--- config.mk ---
export PLATFORM = sky130hd
export DESIGN_NAME = pcm_stream_ctrl
export DESIGN_NICKNAME = d
export VERILOG_FILES = /design/src/rtl/pcm_stream_pkg.sv /design/src/rtl/sample_tick_gen.sv /design/src/rtl/pcm_stream_ctrl.sv
export SDC_FILE = /design/constraint.sdc
export NUM_CORES = 1
export LEC_CHECK = 0
export ABC_CLOCK_PERIOD_IN_PS = 4900
export CORE_UTILIZATION = 40
export CTS_BUF_LIST = sky130_fd_sc_hd__clkbuf_4 sky130_fd_sc_hd__clkbuf_8 sky130_fd_sc_hd__clkbuf_16
export CTS_CLUSTER_SIZE = 28
export DETAILED_ROUTE_END_ITERATION = 12
export RECOVER_POWER = 100
export SLEW_MARGIN = 20
export SYNTH_ARGS = -nofsm -noshare
export SYNTH_HDL_FRONTEND = slang
export SYNTH_SLANG_ARGS = --single-unit
--- constraint.sdc ---
create_clock -name clk_i -period 4.9 [get_ports clk_i]
set_input_delay 0.49 -clock clk_i [delete_from_list [all_inputs] [get_ports clk_i]]
set_output_delay 0.49 -clock clk_i [all_outputs]
set_load 0.1 [all_outputs]
--- src/rtl/pcm_stream_pkg.sv ---
// pcm_stream_pkg: shared state encoding and default parameters for the PCM stream sequencer
package pcm_stream_pkg;
    typedef enum logic [2:0] {S_IDLE, S_FILL, S_PLAY, S_DRAIN, S_DONE} state_t;
    localparam int          TICK_DIV_DEF = 1042;
    localparam logic [15:0] SILENCE_DEF  = 16'h8000;
endpackage

--- src/rtl/sample_tick_gen.sv ---
// sample_tick_gen: one-cycle pulse every TICK_DIV cycles while run is high
// Ports: clk_i clock; reset_i async active-low reset; run enables counting
//        (counter held at 0 when low); tick registered pulse on counter wrap.
module sample_tick_gen
    import pcm_stream_pkg::*;
#(
    parameter int TICK_DIV = TICK_DIV_DEF
)(
    input  logic clk_i,
    input  logic reset_i,
    input  logic run,
    output logic tick
);
    localparam int CW = $clog2(TICK_DIV);

    logic [CW-1:0] r_cnt;
    logic          r_tick;
    logic          w_wrap;

    assign w_wrap = r_cnt == CW'(TICK_DIV - 1);
    assign tick   = r_tick;

    // The tick is registered, so it lands on the cycle the counter reads 0 again,
    // i.e. exactly TICK_DIV cycles after run rises.
    always_ff @(posedge clk_i or negedge reset_i) begin
        if (!reset_i) begin
            r_cnt  <= '0;
            r_tick <= 1'b0;
        end else begin
            r_tick <= run && w_wrap;
            r_cnt  <= (!run || w_wrap) ? '0 : r_cnt + CW'(1);
        end
    end
endmodule

--- src/rtl/pcm_stream_ctrl.sv ---
// pcm_stream_ctrl: packs SD bytes into 16-bit LE words for the sample FIFO and plays them out per sample tick
// Ports: clk_i/reset_i clock and async active-low reset; start_i/total_bytes_i stream start and length;
//        byte_i/byte_val_i/byte_hold_o SD byte stream with backpressure; fifo_* sample FIFO write/read/flush
//        and status; pcm_o DAC sample; sample_tick_o sample pulse; busy_o/dat_done_o/underrun_o status.
module pcm_stream_ctrl
    import pcm_stream_pkg::*;
#(
    parameter int          TICK_DIV = TICK_DIV_DEF,
    parameter int          LEN_W    = 32,
    parameter logic [15:0] SILENCE  = SILENCE_DEF
)(
    input  logic             clk_i,
    input  logic             reset_i,
    input  logic             start_i,
    input  logic [LEN_W-1:0] total_bytes_i,
    input  logic [7:0]       byte_i,
    input  logic             byte_val_i,
    output logic             byte_hold_o,
    output logic             fifo_clr_o,
    output logic [15:0]      fifo_din_o,
    output logic             fifo_wr_en_o,
    input  logic             fifo_prog_full_i,
    input  logic             fifo_empty_i,
    output logic             fifo_rd_en_o,
    input  logic [15:0]      fifo_dout_i,
    output logic [15:0]      pcm_o,
    output logic             sample_tick_o,
    output logic             busy_o,
    output logic             dat_done_o,
    output logic             underrun_o
);
    state_t           r_state, w_next;
    logic [LEN_W-1:0] r_total, r_cnt, w_cnt_inc;
    logic [7:0]       r_low;
    logic [15:0]      r_din, r_pcm;
    logic             r_hold, r_clr, r_wr, r_busy, r_done, r_under, r_rd_d;
    logic             w_tick, w_run, w_start, w_acc, w_last, w_empty_tick, w_feed, w_next_feed;

    assign w_run        = r_state == S_PLAY || r_state == S_DRAIN;
    assign w_feed       = r_state == S_FILL || r_state == S_PLAY;
    assign w_next_feed  = w_next == S_FILL || w_next == S_PLAY;
    assign w_start      = start_i && (r_state == S_IDLE || r_state == S_DONE);
    assign w_acc        = byte_val_i && w_feed && r_cnt < r_total;
    assign w_last       = r_cnt == r_total;
    assign w_cnt_inc    = r_cnt + LEN_W'(1);
    assign w_empty_tick = w_tick && w_run && fifo_empty_i;

    assign byte_hold_o   = r_hold;
    assign fifo_clr_o    = r_clr;
    assign fifo_din_o    = r_din;
    assign fifo_wr_en_o  = r_wr;
    assign pcm_o         = r_pcm;
    assign sample_tick_o = w_tick;
    assign busy_o        = r_busy;
    assign dat_done_o    = r_done;
    assign underrun_o    = r_under;
    // Read strobe shares the cycle of the registered tick; it only gates that pulse with the empty flag.
    assign fifo_rd_en_o  = w_tick && w_run && !fifo_empty_i;

    sample_tick_gen #(.TICK_DIV(TICK_DIV)) u_tick (
        .clk_i   (clk_i),
        .reset_i (reset_i),
        .run     (w_run),
        .tick    (w_tick)
    );

    always_comb begin
        w_next = r_state;
        case (r_state)
            S_IDLE, S_DONE: if (start_i) w_next = S_FILL;
            S_FILL:         if (fifo_prog_full_i || w_last) w_next = S_PLAY;
            S_PLAY:         if (w_last) w_next = S_DRAIN;
            S_DRAIN:        if (w_empty_tick) w_next = S_DONE;
            default:        w_next = S_IDLE;
        endcase
    end

    always_ff @(posedge clk_i or negedge reset_i) begin
        if (!reset_i) begin
            r_state <= S_IDLE;
            r_total <= '0;
            r_cnt   <= '0;
            r_low   <= '0;
            r_din   <= '0;
            r_pcm   <= SILENCE;
            r_hold  <= 1'b1;
            r_clr   <= 1'b0;
            r_wr    <= 1'b0;
            r_busy  <= 1'b0;
            r_done  <= 1'b0;
            r_under <= 1'b0;
            r_rd_d  <= 1'b0;
        end else begin
            r_state <= w_next;
            r_clr   <= w_start;
            r_hold  <= !w_next_feed || fifo_prog_full_i;
            r_busy  <= w_next == S_FILL || w_next == S_PLAY || w_next == S_DRAIN;
            r_done  <= w_next == S_DONE;
            r_rd_d  <= fifo_rd_en_o;
            r_wr    <= 1'b0;
            if (w_start) begin
                r_total <= total_bytes_i;
                r_cnt   <= '0;
                r_under <= 1'b0;
            end else if (w_acc) begin
                r_cnt <= w_cnt_inc;
                // r_cnt[0] is the packing phase: odd index completes a word,
                // an even index that is also the last byte flushes a zero-padded word.
                if (r_cnt[0]) begin
                    r_din <= {byte_i, r_low};
                    r_wr  <= 1'b1;
                end else begin
                    r_low <= byte_i;
                    if (w_cnt_inc == r_total) begin
                        r_din <= {8'h00, byte_i};
                        r_wr  <= 1'b1;
                    end
                end
            end
            if (r_state == S_PLAY && w_empty_tick) begin
                r_under <= 1'b1;
                r_pcm   <= SILENCE;
            end else if (w_next == S_DONE) begin
                r_pcm <= SILENCE;
            end else if (r_rd_d && w_run) begin
                r_pcm <= fifo_dout_i;
            end
        end
    end
endmodule

* Word level (Yosys, flattened, before mapping)
Index checks and enable logic that the tools add are counted.
Word-level totals: bits in registers 126, latch bits 0, RAM bits 0, ROM bits 0, bits of input ports 62, output and inout port bits 40, logic and storage cells 78, memories 0
Cells by class: $add $sub $neg 2, $mul 0, div/mod/pow operators 0, order comparisons 1, eq/ne operators 11, shifts and indexed selects 0, mux-type cells 19, bitwise operators 2, reductions and logical operators 28
Operators by type and width (count):
- $mux 16 | 5
- $eq 32x32->1 | 2
- $mux 32 | 2
- $add 32x1->32 const B | 1
- $lt 32x32->1 | 1
- $eq 3x2->1 const B | 4
- $mux 3 | 4
- $pmux 3 s4 | 1
- $add 11x1->11 const B | 1
- $eq 11x11->1 const B | 1
- $mux 11 | 1
- $logic_and 1x1->1 | 9
- $logic_or 1x1->1 | 8
- $eq 3x1->1 const B | 2
- $eq 3x3->1 const B | 2
- $mux 1 | 6
- $reduce_and 3->1 | 2
- $reduce_bool 2->1 | 3
- $logic_not 1->1 | 3
- $logic_not 3->1 | 1
- $reduce_bool 3->1 | 1
- $not 1->1 | 2
- $reduce_or 2->1 | 1

* Longest topological paths before layout
depth in word-level cells 10, gate-level depth with buffers 13, mapped depth without buffers 10

* By module
A second synthesis with hierarchy kept.
Second synthesis, totals: cells, all modules 843, area, all modules 7719.9 µm²
Modules (own cells, without submodules):
- pcm_stream_ctrl | times used 1, cells an instance 786, area each 7119.3 µm², seq. area each 2855.2 µm²
- sample_tick_gen | times used 1, cells an instance 57, area each 600.6 µm², seq. area each 300.3 µm²

* Worst setup path after synthesis
No wires, ideal clock.
kind flip-flop to flip-flop, start point register r_cnt[25], end point register r_din[7] (netlist: fifo_din_o[7]), setup time 0.126 ns, arrival time 3.297 ns, data required time 4.774 ns, setup slack 1.477 ns, stages on the path, launching flop included 12, path buffers 2, period minus slack after synthesis 3.423 ns, cell sequence dfrtp_1 > ha_1 > a211o_1 > a21oi_1 > a21oi_1 > or4b_1 > or3_1 > or4b_1 > o21ba_1 > buf_6 > buf_6 > a221o_1
On the way: cells in the longest elaborated chain, start to end 4, elaborated cells on any way between the ends 6, those cells by class 1 x add/sub; 1 x order compare; 1 x eq/ne; 3 x reduce/logical
RTL lines:
- start, declared | line pcm_stream_ctrl.sv:33 | logic [LEN_W-1:0] r_total, r_cnt, w_cnt_inc;
- start signal, assigned | line pcm_stream_ctrl.sv:106 | r_cnt <= w_cnt_inc;
- $add 32x1->32 | line pcm_stream_ctrl.sv:45 | assign w_cnt_inc = r_cnt + LEN_W'(1);
- $eq 32x32->1 | line pcm_stream_ctrl.sv:114 | if (w_cnt_inc == r_total) begin
- $reduce_bool 2->1 (no line)
- $reduce_and 3->1 (no line) (*)
- end signal, assigned | line pcm_stream_ctrl.sv:110 | r_din <= {byte_i, r_low};
- end signal, assigned | line pcm_stream_ctrl.sv:115 | r_din <= {8'h00, byte_i};
- end, declared | line pcm_stream_ctrl.sv:35 | logic [15:0] r_din, r_pcm;
Mark *: on every way between the ends. The rest lies on a longest branch, timed or not. A chain may end at the register's enable or synchronous reset.

* Final worst setup path
start point register r_cnt[25], end point register r_cnt[19]
On the way: cells in the longest elaborated chain, start to end 3
RTL lines:
- $lt 32x32->1 | line pcm_stream_ctrl.sv:43 | assign w_acc = byte_val_i && w_feed && r_cnt < r_total;
- $logic_and 1x1->1 | line pcm_stream_ctrl.sv:43
- $reduce_bool 2->1 (no line)
No other way between the ends.

==> metrics.txt <==
worst skew pair latency 0.42 ns; Pleak 0.00382 uW; Gates resized, CTS repair 0; final core occ 51.3%; RSZ-0062 raised after global routing no; Initial Utilization 41.4%; outcome finished with violations; startpoint types register; WL final 19,300 um; via count 6,178; Syn Nets 892; failing checks max-capacitance violations, max-slew violations; worst slew pin tran 2.61 ns; top_reg_cell synth dfrtp_1; Layout Nets 973; fin area 8970 um^2; Clock transition at path regs 0.06 ns; Period Utilization, post-route 92.0%; Routability Congestion 0.888; share of layout cells above drive strength 1 6.52%; Die Y 136 um; Post-synth EDFFs 0; Setup CP Type reg -> reg; synthesized cell area 7230 um^2; Worst path slowest cell clkbuf_2; maximum VDD drop 0.302 mV; Worst path top cell family by delay simple AND/OR/NAND/NOR gates; Yosys top cell area share 42.9%; first-pass GRT wire length 31,400 um; initial detailed-routing violation count 320; post-route ant nets 0; vias in the first global route 6,019; Setup crit end kind register; P per Cell Area 555 nW/um^2; Critical Path, Cell by Cell ha_1 -> nand4_1 -> or3_1 -> or4_1 -> a21oi_1 -> or3_2 -> clkbuf_2 -> nor2b_1 -> buf_4 -> o21ai_0 -> o41ai_1; Horiz. Die Dim 136 um; delay of the slowest critical-path stage 0.96 ns; WP depth 11; crit path time final 4.51 ns; Post-route DRC 0; Cells after Synth 795; CTS tree built; largest net degree at the start of global routing 68; Rows 48; Worst Hold Path Cells 1; Peak Freq 0.222 GHz; hold bufs inserted after CTS 0; Setup crit start r_cnt[25]$_DFFE_PN0P_; dpl hpwl 13,900 um; Buffers & Inverters on Critical Path 2; CP max FO 62; Final setup viols 0; most instantiated library cell after synthesis dfrtp_1; most frequent cells after synthesis dfrtp_1 (124), nand2_1 (94), o21ai_0 (81); CTS root buf clkbuf_16; post-synth cell types 64; Yosys warning total 0; H-tree levels 4; max_cap viols 3; Final Hold Fails 0; number of setup buffers added after CTS 0; grt total ovfl 0; Reg2Reg Depth 11; Post-DP Area 8390 um^2; Critical Path AT 4.80 ns; clk buf depth 2; WL per Instance 17.3 um; Clock Sinks 126; vias per cell 5.55; area leader, netlist dfrtp_1; Area growth syn-to-layout 24.1%; Area contributors post-synth dfrtp_1 (43%), ha_1 (6.1%), o21ai_0 (5.6%); clk_skew 0.00754 ns; Core ar. 17,500 um^2; reg2reg start r_cnt[25]$_DFFE_PN0P_; Worst EP required 5.20 ns; initial antenna violation count 0; Slew Limit Fails 151; synthesis-stage register bit count 126; setup TNS 0 ns; # IOs 102; total die area 18,600 um^2; drt first pass iters 5; sequential area share after synthesis 43.6%; hold path start fifo_din_o[9]$_DFFE_PN0P_; Rel. slew slack -74.0%; Port Buffers 101; Hold WC Path Type reg -> reg; ys async rst share 100%; Avg Cell Area, Syn 9.10 um^2; clock buffer count from CTS 17; Antenna Cells 0; GRT Total Usage 21.9%
[through the flow]
stage | setup WS, ns | instances | hold slack, ns | power [uW]
final | 0.392 | 1114 | 0.492 | 4980
after detailed placement | 0.705 | 1082 | 0.487 | 3700
after floorplan | 1.48 | 795 | 0.194 | 3110
after global routing | 0.251 | 1114 | 0.514 | 5280
after global placement | 0.887 | 1082 | 0.480 | 3660
after CTS | 0.695 | 1114 | 0.0657 | 5050
[path summary, 6_finish.rpt]
path / end / slack, ns
max in group asynchronous: r_cnt[25]$_DFFE_PN0P_ / 1.28
worst min-delay path: fifo_din_o[9]$_DFFE_PN0P_ / 0.49
worst min register to register: fifo_din_o[9]$_DFFE_PN0P_ / 0.49
worst max register to register: r_cnt[19]$_DFFE_PN0P_ / 0.39
worst max-delay path: r_cnt[19]$_DFFE_PN0P_ / 0.39
min in group asynchronous: r_total[6]$_DFFE_PN0P_ / 0.72
[cell families after synthesis]
kind of cell,after synthesis,synth area share [%]
xor gates and xnor gates,49,5.94
muxes,10,1.54
buffers and inverters,87,4.83
DFF,126,43.6
AOI/OAI and AO/OA,192,16.7
and+or+nand+nor,296,21.3
adders and majority gates,35,6.06
[flip-flops by register name (all words and copies together) (netlist names), 3 cells and up]
register,count
r_total,32
r_cnt,32
r_low,8
u_tick.r_cnt,11
r_state,3
pcm_o,16
fifo_din_o,16
[placed cells by master (no fill, tap or decap), drive strengths merged, types with 4 or more instances in the layout]
master	Yosys	layout
nand3	26	26
nor3	12	12
xor2	20	20
xnor2	29	29
or3	11	11
and3	7	7
dlygate4sd3	0	41
nor2b	11	11
inv	40	44
o21ai	81	81
ha	35	35
clkdlybuf4s50	0	59
mux2	9	9
a21oi	34	34
nand4	23	23
a22o	8	8
and2	10	10
and4	7	7
nor4	9	9
a21o	6	6
o41ai	8	8
clkbuf	35	26
a31oi	4	4
nand2	94	94
nor2	58	58
nand3b	4	4
a221o	8	8
nand2b	11	11
dfrtp	124	124
o31ai	18	18
[area by class of cell]
type | count | area (um^2)
multi-input cells | 582 | 3720
clock buffers | 20 | 454
flip-flops and latches | 126 | 3160
clock inverters | 12 | 159
repair buffers | 109 | 1050
inverters | 40 | 150
well taps | 225 | 282
fillers | 1594 | 8500
[layer usage]
| layer | track usage, % | wire length, um | up-vias |
|---|---|---|---|
| li1 | - | - | 2996 |
| met1 | 29.8 | 8920 | 3001 |
| met2 | 34.9 | 9320 | 156 |
| met3 | 4.29 | 780 | 25 |
| met4 | 6.91 | 276 | 0 |
| met5 | 0 | 0 | - |
[report_power, final]
part           switching [uW]  internal (uW)  total, uW
clock                     498            830       1330
sequential                224           1330       1550
combinational            1410            695       2100
total                    2130           2850       4980
No activity file was read; power rests on OpenSTA's default activity.
